File: config.mk
export PLATFORM = sky130hd
export DESIGN_NAME = baud_gen_frac
export DESIGN_NICKNAME = d
export VERILOG_FILES = /design/src/rtl/baud_gen_frac.sv
export SDC_FILE = /design/constraint.sdc
export NUM_CORES = 1
export LEC_CHECK = 0
export CELL_PAD_IN_SITES_DETAIL_PLACEMENT = 0
export CELL_PAD_IN_SITES_GLOBAL_PLACEMENT = 1
export CORE_MARGIN = 8
export CORE_UTILIZATION = 45
export CTS_CLUSTER_SIZE = 40
export DETAILED_ROUTE_END_ITERATION = 10
export GPL_ROUTABILITY_DRIVEN = 0
export GPL_TIMING_DRIVEN = 0
export HOLD_SLACK_MARGIN = 0.06
export PLACE_DENSITY_LB_ADDON = 0.1
export REMOVE_ABC_BUFFERS = 1
export SLEW_MARGIN = 20
export SYNTH_ARGS = -nofsm -noshare
export SYNTH_HDL_FRONTEND = slang
export SYNTH_SLANG_ARGS = --single-unit
File: constraint.sdc
create_clock -name clk -period 9.45 [get_ports clk]
set_clock_uncertainty 0.2 [all_clocks]
set_input_delay 1.89 -clock clk [delete_from_list [all_inputs] [get_ports clk]]
set_output_delay 1.89 -clock clk [all_outputs]
set_load 0.01 [all_outputs]
File: src/rtl/baud_gen_frac.sv
// baud_gen_frac
//   Fractional-N baud tick generator. It counts clk cycles down from a runtime
//   integer divisor. A fractional accumulator stretches some oversample
//   periods by one cycle, so over 2**FRAC_W oversample periods exactly
//   div_frac extra cycles are added. UART TX uses bit_tick. UART RX uses
//   os_tick/mid_tick and pulses restart on start-bit detect to realign the
//   phase.
//
// Ports
//   clk, reset        system clock, asynchronous active-high reset
//   en                count enable; low freezes counter, accumulator and phase
//   div_int/div_frac  requested divisor, captured into a shadow by cfg_load
//   cfg_load          strobe: capture divisor (rejected if div_int < 2)
//   restart           strobe: realign phase to zero, reload counter
//   os_tick           one pulse per oversample period
//   mid_tick          os_tick that moves os_phase to OVS/2
//   bit_tick          os_tick that wraps os_phase to 0
//   os_phase          oversample index within the current bit
//   cfg_err           one-cycle pulse when a cfg_load is rejected
module baud_gen_frac #(
  parameter int DIV_W    = 16,
  parameter int FRAC_W   = 4,
  parameter int OVS      = 16,
  parameter int DEF_INT  = 326,
  parameter int DEF_FRAC = 0,
  localparam int PH_W    = $clog2(OVS)
) (
  input  logic              clk,
  input  logic              reset,
  input  logic              en,
  input  logic [DIV_W-1:0]  div_int,
  input  logic [FRAC_W-1:0] div_frac,
  input  logic              cfg_load,
  input  logic              restart,
  output logic              os_tick,
  output logic              mid_tick,
  output logic              bit_tick,
  output logic [PH_W-1:0]   os_phase,
  output logic              cfg_err
);

  // active divisor, shadow divisor and its pending flag
  logic [DIV_W-1:0]  act_int, sh_int;
  logic [FRAC_W-1:0] act_frac, sh_frac;
  logic              pending;

  logic [DIV_W-1:0]  cnt;
  logic [FRAC_W-1:0] acc;

  logic              load_ok;
  logic              fire;
  logic [DIV_W-1:0]  cur_int, rs_int, reload;
  logic [FRAC_W-1:0] cur_frac, rs_frac;
  logic [FRAC_W:0]   sum;
  logic [PH_W-1:0]   ph_nxt;

  always_comb begin
    load_ok  = cfg_load && (div_int >= DIV_W'(2));

    // divisor the next reload will use: a pending shadow wins over active
    cur_int  = pending ? sh_int  : act_int;
    cur_frac = pending ? sh_frac : act_frac;

    // restart also honours a valid cfg_load arriving in the same cycle
    rs_int   = load_ok ? div_int  : cur_int;
    rs_frac  = load_ok ? div_frac : cur_frac;

    // tick when the period ends, unless restart takes the cycle
    fire     = en && (cnt == '0) && !restart;

    // carry out of the fractional add stretches the next period by one
    sum      = {1'b0, acc} + {1'b0, cur_frac};
    reload   = cur_int + DIV_W'(sum[FRAC_W]) - DIV_W'(1);

    ph_nxt   = (os_phase == PH_W'(OVS-1)) ? '0 : os_phase + PH_W'(1);
  end

  always_ff @(posedge clk or posedge reset) begin
    if (reset) begin
      os_tick  <= 1'b0;
      mid_tick <= 1'b0;
      bit_tick <= 1'b0;
      cfg_err  <= 1'b0;
      os_phase <= '0;
      act_int  <= DIV_W'(DEF_INT);
      act_frac <= FRAC_W'(DEF_FRAC);
      sh_int   <= DIV_W'(DEF_INT);
      sh_frac  <= FRAC_W'(DEF_FRAC);
      pending  <= 1'b0;
      acc      <= '0;
      cnt      <= DIV_W'(DEF_INT - 1);
    end else begin
      os_tick  <= fire;
      mid_tick <= fire && (ph_nxt == PH_W'(OVS/2));
      bit_tick <= fire && (ph_nxt == '0);
      cfg_err  <= cfg_load && !load_ok;

      if (restart) begin
        act_int  <= rs_int;
        act_frac <= rs_frac;
        pending  <= 1'b0;
        cnt      <= rs_int - DIV_W'(1);
        acc      <= '0;
        os_phase <= '0;
        if (load_ok) begin
          sh_int  <= div_int;
          sh_frac <= div_frac;
        end
      end else begin
        if (fire) begin
          // shadow takes effect exactly at the period boundary; acc keeps
          // running so the long-run fractional rate is not disturbed
          act_int  <= cur_int;
          act_frac <= cur_frac;
          pending  <= 1'b0;
          acc      <= sum[FRAC_W-1:0];
          cnt      <= reload;
          os_phase <= ph_nxt;
        end else if (en) begin
          cnt <= cnt - DIV_W'(1);
        end
        // a load in the apply cycle re-arms pending with the newer value
        if (load_ok) begin
          sh_int  <= div_int;
          sh_frac <= div_frac;
          pending <= 1'b1;
        end
      end
    end
  end

endmodule

==> results of run 1 <==
[power by group]
group | switching (mW) | internal, mW | total, mW
Clock | 0.114 | 0.130 | 0.244
Combinational | 0.125 | 0.0830 | 0.208
Sequential | 0.0361 | 0.331 | 0.367
[worst max-delay path by stage]
stage                startpoint  endpoint  slack [ps]
global placement     div_int[5]   cnt[12]        2270
global route         div_int[5]   cnt[12]        2880
floorplan           div_int[11]   cnt[14]        3940
CTS                  div_int[5]   cnt[12]        3230
finish               div_int[5]   cnt[12]        3200
detailed placement   div_int[5]   cnt[12]        2870
[through the flow]
step / total power, mW / setup WS [ps] / cells
3_5_place_dp: 0.5766 / 2873 / 764
2_1_floorplan: 0.5020 / 3937 / 585
3_3_place_gp: 0.5689 / 2274 / 757
4_1_cts: 0.8228 / 3227 / 780
5_1_grt: 0.8652 / 2884 / 780
6_report: 0.8186 / 3199 / 780
[cells in the final DEF (no fill, tap or decap), types with 12 or more instances in the layout]
cell type        Yosys  routed
mux2i_1             28      28
nor3_1              32      32
nand2_1            109     109
nor4_1              13      13
o211ai_1            13      13
dfrtp_1             57      56
xor2_1              13      13
a21oi_1             40      40
xnor2_1             21      21
o21ai_0             42      42
dfstp_2             12      12
nor2_1              59      59
clkdlybuf4s50_1      0      31
inv_1               18      17
[sequential cells by signal, indices dropped and copies added (netlist names)]
name      flops
sh_int       16
sh_frac       4
cfg_err       1
os_tick       1
pending       1
mid_tick      1
act_frac      4
act_int      16
acc           4
bit_tick      1
os_phase      4
cnt          16
[layer usage]
layer / share of wire / wire length, um / global-route usage
met1: 0.49 / 7034 / 0.2895
met2: 0.45 / 6387 / 0.3040
met3: 0.046 / 654 / 0.03164
met4: 0.015 / 216 / 0.05628
met5: 0 / 0 / 0
[logic make-up (layout without fill, tap and decap cells)]
| kind of cell | after synthesis | in the layout | share of synthesized area |
|---|---|---|---|
| and+or+nand+nor | 272 | 272 | 0.2601 |
| AOI/OAI and AO/OA | 150 | 150 | 0.1894 |
| DFF | 69 | 69 | 0.3502 |
| buffers and inverters | 52 | 73 | 0.04755 |
| xor gates and xnor gates | 34 | 34 | 0.05988 |
| muxes | 31 | 31 | 0.06365 |
| adders and majority gates | 11 | 11 | 0.02918 |
[area by class of cell]
cell class                      count  area [um2]  area share
Inverter                           18       70.07     0.01243
Clock buffer                       14       152.6     0.02708
Tap cell                          140       175.2     0.03108
Clock inverter                      2       35.03    0.006215
Sequential cell                    69        1743      0.3092
Multi-Input combinational cell    498        2998      0.5319
Timing Repair Buffer               39       462.9     0.08213
[cells in the mapped netlist (9+ instances only)]
cell type / n
nand2_1: 109
nor2_1: 59
dfrtp_1: 57
o21ai_0: 42
a21oi_1: 40
nor3_1: 32
mux2i_1: 28
xnor2_1: 21
inv_1: 18
clkbuf_1: 16
nor4_1: 13
o211ai_1: 13
xor2_1: 13
buf_2: 12
dfstp_2: 12
nand3_1: 11
ha_1: 10
nand4_1: 9
[worst min-delay path, stage by stage (launching register included)]
cell and delay (ps):
dfrtp_1 350, nand2_1 50, nand2_1 50
==> results.md, run 1 <==
- IO buf count: 32
- Fraction of layout cells with a size suffix above 1: 0.06719
- CTS Hold Bufs: 0
- FILL cells: around 1,000
- Post-Layout Inst Area: between 0.005 and 0.006 mm2
- Initial antenna violation count: 0
- CORE AREA: 0.01079 mm2
- Data arrival time of the critical path: 6220 ps
- Cells after synthesis: 619
- HP Class: reg -> reg
- Yosys cell types: 60
- Fmax: roughly 0.16 GHz
- Detailed-route DRC error count: 0
- Cell depth of the worst setup path: 11
- Register area share after synthesis: 0.3502
- P_leak: about 2.3 nW
- Mapped Avg Cell Area: ~8 um2
- Worst stage delay on the critical path: between 600 and 700 ps
- FF-to-FF End: cnt[15]
- Standard-cell rows: 38
- Clk buf depth: 2
- Ports: 33
- Final nets: approximately 670
- Tightest Pin Transition: roughly 870 ps
- GRT overflow: 0
- Routed wire per std cell: roughly 18 um
- Share of the synthesized area in the top cell type: 0.2868
- Critical path peak fanout: 26
- Detailed-route via count: about 4,600
- Setup TNS: 0 ps
- Synth Flop Type: dfrtp_1
- Clock root buffer: clkbuf_8
- Hold Vio Cnt, Final: 0
- Final setup viols: 0
- Die area: about 0.015 mm2
- Sink Count: 69
- Status: finished, final reports clean
- Post_cts resized: 0
- Number of global-route vias before repair: 4,389
- RSZ-0062 raised after global routing: false
- Area leader, netlist: dfrtp_1
- Critical path data required time: between 9000 and 10,000 ps
- Cell depth of the worst hold path: 2
- Clock latency on the worst-skew pair: roughly 350 ps
- Starting DRC count in detailed routing: around 500
- Warning count from the yosys run: 0
- Most Frequent Cell on Critical Path: o21ai_0
- Post-CTS setup repair buffer count: 0
- Final period util: 0.6615
- Vias per cell: between 5 and 6
- First-pass GRT wire length: 23,530 um
- Slowest-stage cell, CP: o21ai_4
- Maximum Capacitance Violations: 0
- Area grow syn2layout: 13.33%
- Number of synthesized register bits: 69
- Hold Path End: sh_int[13]
- Delay-heaviest family, CP: simple AND/OR/NAND/NOR gates
- Hold_ws: around 280 ps
- Largest net degree at the start of global routing: 64
- Critical Path End Type: flop
- Detailed placement HPWL: about 10,000 um
- Slew headroom: 0.4187
- Post-Route WL: 14,290 um
- Synthesized area: roughly 0.0050 mm2
- CTS tree: built
- Area after DPL: 0.005449 mm2
- Starting density of the core: 0.4608
- CTS H-Tree Depth: 3
- R2R Setup Slk: 4900 ps
- Ant diodes: 0
- Power Density: 145.2 mW/mm2
- WP buf/inv: 1
- Max-slew violation count: 0
- Maximum VDD drop: a little under 0.08 mV
- Core Util, Final: 0.5223
- Asr flop ratio synth: 1.000
- Ranking of synthesized cells by area: dfrtp_1 (29%), nand2_1 (8.2%), dfstp_2 (6.3%)
- R2R Path Start: pending
- Crit-path cells: clkdlybuf4s50_1 -> nor4_4 -> or4b_1 -> o21ai_4 -> mux2i_1 -> ha_1 -> o21ai_0 -> nor4b_1 -> nor3_1 -> o21ai_0 -> nand4_1
- First-pass detailed-route iteration total: 5
- Post-synth EDFFs: 0
- Die Wd: ~120 um
- Final Critical Period: ~6300 ps
- Path depth of the worst reg2reg path: 16
- Setup Crit Path Kind: in -> reg
- Post-route ant nets: 0
- Clk slew on worst S/H paths: 70 ps
- All-Layer GR Usage: 0.2010
- Hold_sp: sh_int[13]
- Die Y: 121.1 um
- CTS Buf Count: 9
- Critical Path Source Type: input pin
No activity file was read; power rests on OpenSTA's default activity.
==> run 2, diff against run 1 <==
--- a/config.mk
+++ b/config.mk
@@ -8,7 +8,7 @@
 export CELL_PAD_IN_SITES_DETAIL_PLACEMENT = 0
 export CELL_PAD_IN_SITES_GLOBAL_PLACEMENT = 1
 export CORE_MARGIN = 8
-export CORE_UTILIZATION = 45
+export CORE_UTILIZATION = 41
 export CTS_CLUSTER_SIZE = 40
 export DETAILED_ROUTE_END_ITERATION = 10
 export GPL_ROUTABILITY_DRIVEN = 0
==> constraint.sdc (replaced) <==
create_clock -name clk -period 5.65 [get_ports clk]
set_clock_uncertainty 0.2 [all_clocks]
set_input_delay 1.13 -clock clk [delete_from_list [all_inputs] [get_ports clk]]
set_output_delay 1.13 -clock clk [all_outputs]
set_load 0.01 [all_outputs]
==> results.md, run 2 (synthesis results as in run 1) <==
- Die Wd: 126.1 um
- All-Layer GR Usage: 0.1905
- Hold Vio Cnt, Final: 0
- Power, Total: ~1.5 mW
- Die Y: between 100 and 150 um
- Most frequent cells in the layout: nand2_1 (109), nor2_1 (59), dfrtp_1 (56), o21ai_0 (42), a21oi_1 (40)
- Leading cell type in the layout, fill and taps excluded: nand2_1
- RSZ-0062 raised after global routing: false
- HP Class: reg -> reg
- R2R Path Start: pending
- Data arrival time of the critical path: between 5000 and 6000 ps
- Detailed-route via count: around 4,600
- Max-slew violation count: 0
- Post_cts resized: 0
- Layout Cells excl Fill: 789
- Detailed placement HPWL: roughly 10,000 um
- Starting density of the core: 0.4175
- Final period util: 0.9313
- Routed wire per std cell: 18.60 um
- Final WS setup: about 390 ps
- IO buf count: 32
- DP Worst Slack: -439.8 ps
- CTS Hold Bufs: 0
- Die area: around 0.016 mm2
- First-pass GRT wire length: ~24,000 um
- Final Critical Period: about 5300 ps
- P_leak: 2.314 nW
- Path depth of the worst reg2reg path: 16
- Tightest Pin Transition: between 800 and 900 ps
- Biggest regs: act_int x16, cnt x16, sh_int x16
- Maximum Capacitance Violations: 0
- Vias per cell: approximately 5.8
- Ports: 33
- Sink Count: 69
- CTS tree: built
- Hold Path End: sh_frac[1]
- Critical Path Source Type: input pin
- Clock root buffer: clkbuf_16
- Clk buf depth: 2
- CORE AREA: between 0.01 and 0.015 mm2
- Hold_sp: sh_frac[1]
- Initial antenna violation count: 0
- Post-route ant nets: 0
- Placed insts: slightly below 800
- CTS H-Tree Depth: 3
- Final setup viols: 0
- Fraction of layout cells with a size suffix above 1: 0.07321
- CTS Buf Count: 9
- Fmax: approximately 0.19 GHz
- FF-to-FF End: cnt[15]
- Clk slew on worst S/H paths: around 60 ps
- Cell depth of the worst hold path: 2
- Detailed-route DRC error count: 0
- Standard-cell rows: 40
- Clock latency on the worst-skew pair: ~330 ps
- Area grow syn2layout: 15.80%
- Setup Crit Path Kind: in -> reg
- Power Density: between 200 and 300 mW/mm2
- First-pass detailed-route iteration total: 5
- Post-Route WL: between 10,000 and 15,000 um
- Critical path peak fanout: 28
- Status: finished, final reports clean
- Critical Path End Type: flop
- Slew headroom: 0.4043
- Setup TNS: 0 ps
- GRT overflow: 0
- Critical path data required time: about 5600 ps
- Final nets: between 600 and 700
- Ant diodes: 0
- Starting DRC count in detailed routing: slightly below 300
- Largest net degree at the start of global routing: between 60 and 70
- R2R Setup Slk: 1290 ps
- Maximum VDD drop: ~0.14 mV
- Core Util, Final: 0.4835
- Number of global-route vias before repair: between 4,000 and 5,000
run 2: where the power goes:
| group | internal, mW | total, mW | switching [mW] |
|---|---|---|---|
| logic | 0.139 | 0.347 | 0.209 |
| registers | 0.554 | 0.614 | 0.0599 |
| clock network | 0.340 | 0.554 | 0.215 |
run 2: layout make-up:
type / count / area, um2
Clock buffer: 11 / 232.7
Clock inverter: 5 / 52.55
Fill cell: 1173 / 6152
Inverter: 18 / 70.07
Multi-Input combinational cell: 499 / 3007
Sequential cell: 69 / 1743
Tap cell: 147 / 183.9
Timing Repair Buffer: 40 / 470.5
run 2: worst max-delay path: stages:
cell and delay, ps:
clkdlybuf4s50_1 580, nor4_4 470, or4b_1 670, o21ai_4 300
buf_16 210, mux2i_1 290, ha_1 410, o21ai_0 350
nor4b_1 430, mux2i_1 160, xnor2_1 170, o21ai_1 70
run 2: worst max-delay path by stage:
stage           startpoint       to  slack (ps)  cells past startpoint
2_1_floorplan  div_int[11]  cnt[14]         900                     10
3_3_place_gp    div_int[5]  cnt[12]        -830                     11
3_5_place_dp    div_int[5]  cnt[14]        -440                     12
4_1_cts         div_int[5]  cnt[14]         130                     12
5_1_grt         div_int[5]  cnt[14]           2                     12
6_report        div_int[5]  cnt[14]         390                     12
run 2: per-layer routing:
| metal | GRT usage | wire length (um) |
|---|---|---|
| met2 | 0.2899 | 6536 |
| met1 | 0.2716 | 7480 |
| met5 | 0 | 0 |
| met3 | 0.03291 | 474 |
| met4 | 0.05025 | 184 |
run 2: timing repair:
item	4_1_cts	5_1_grt
setup endpoints to repair	3	4
pin swaps	1	1
buffers inserted	0	1
cloned	1	0
run 2: stage by stage:
step | cell area, um2 | hold WS [ps]
after floorplan | 4805 | 245.4
after global placement | 5309 | 260.3
after detailed placement | 5458 | 267.0
after CTS | 5752 | 280.1
after global routing | 5759 | 300.9
final | 5759 | 274.4
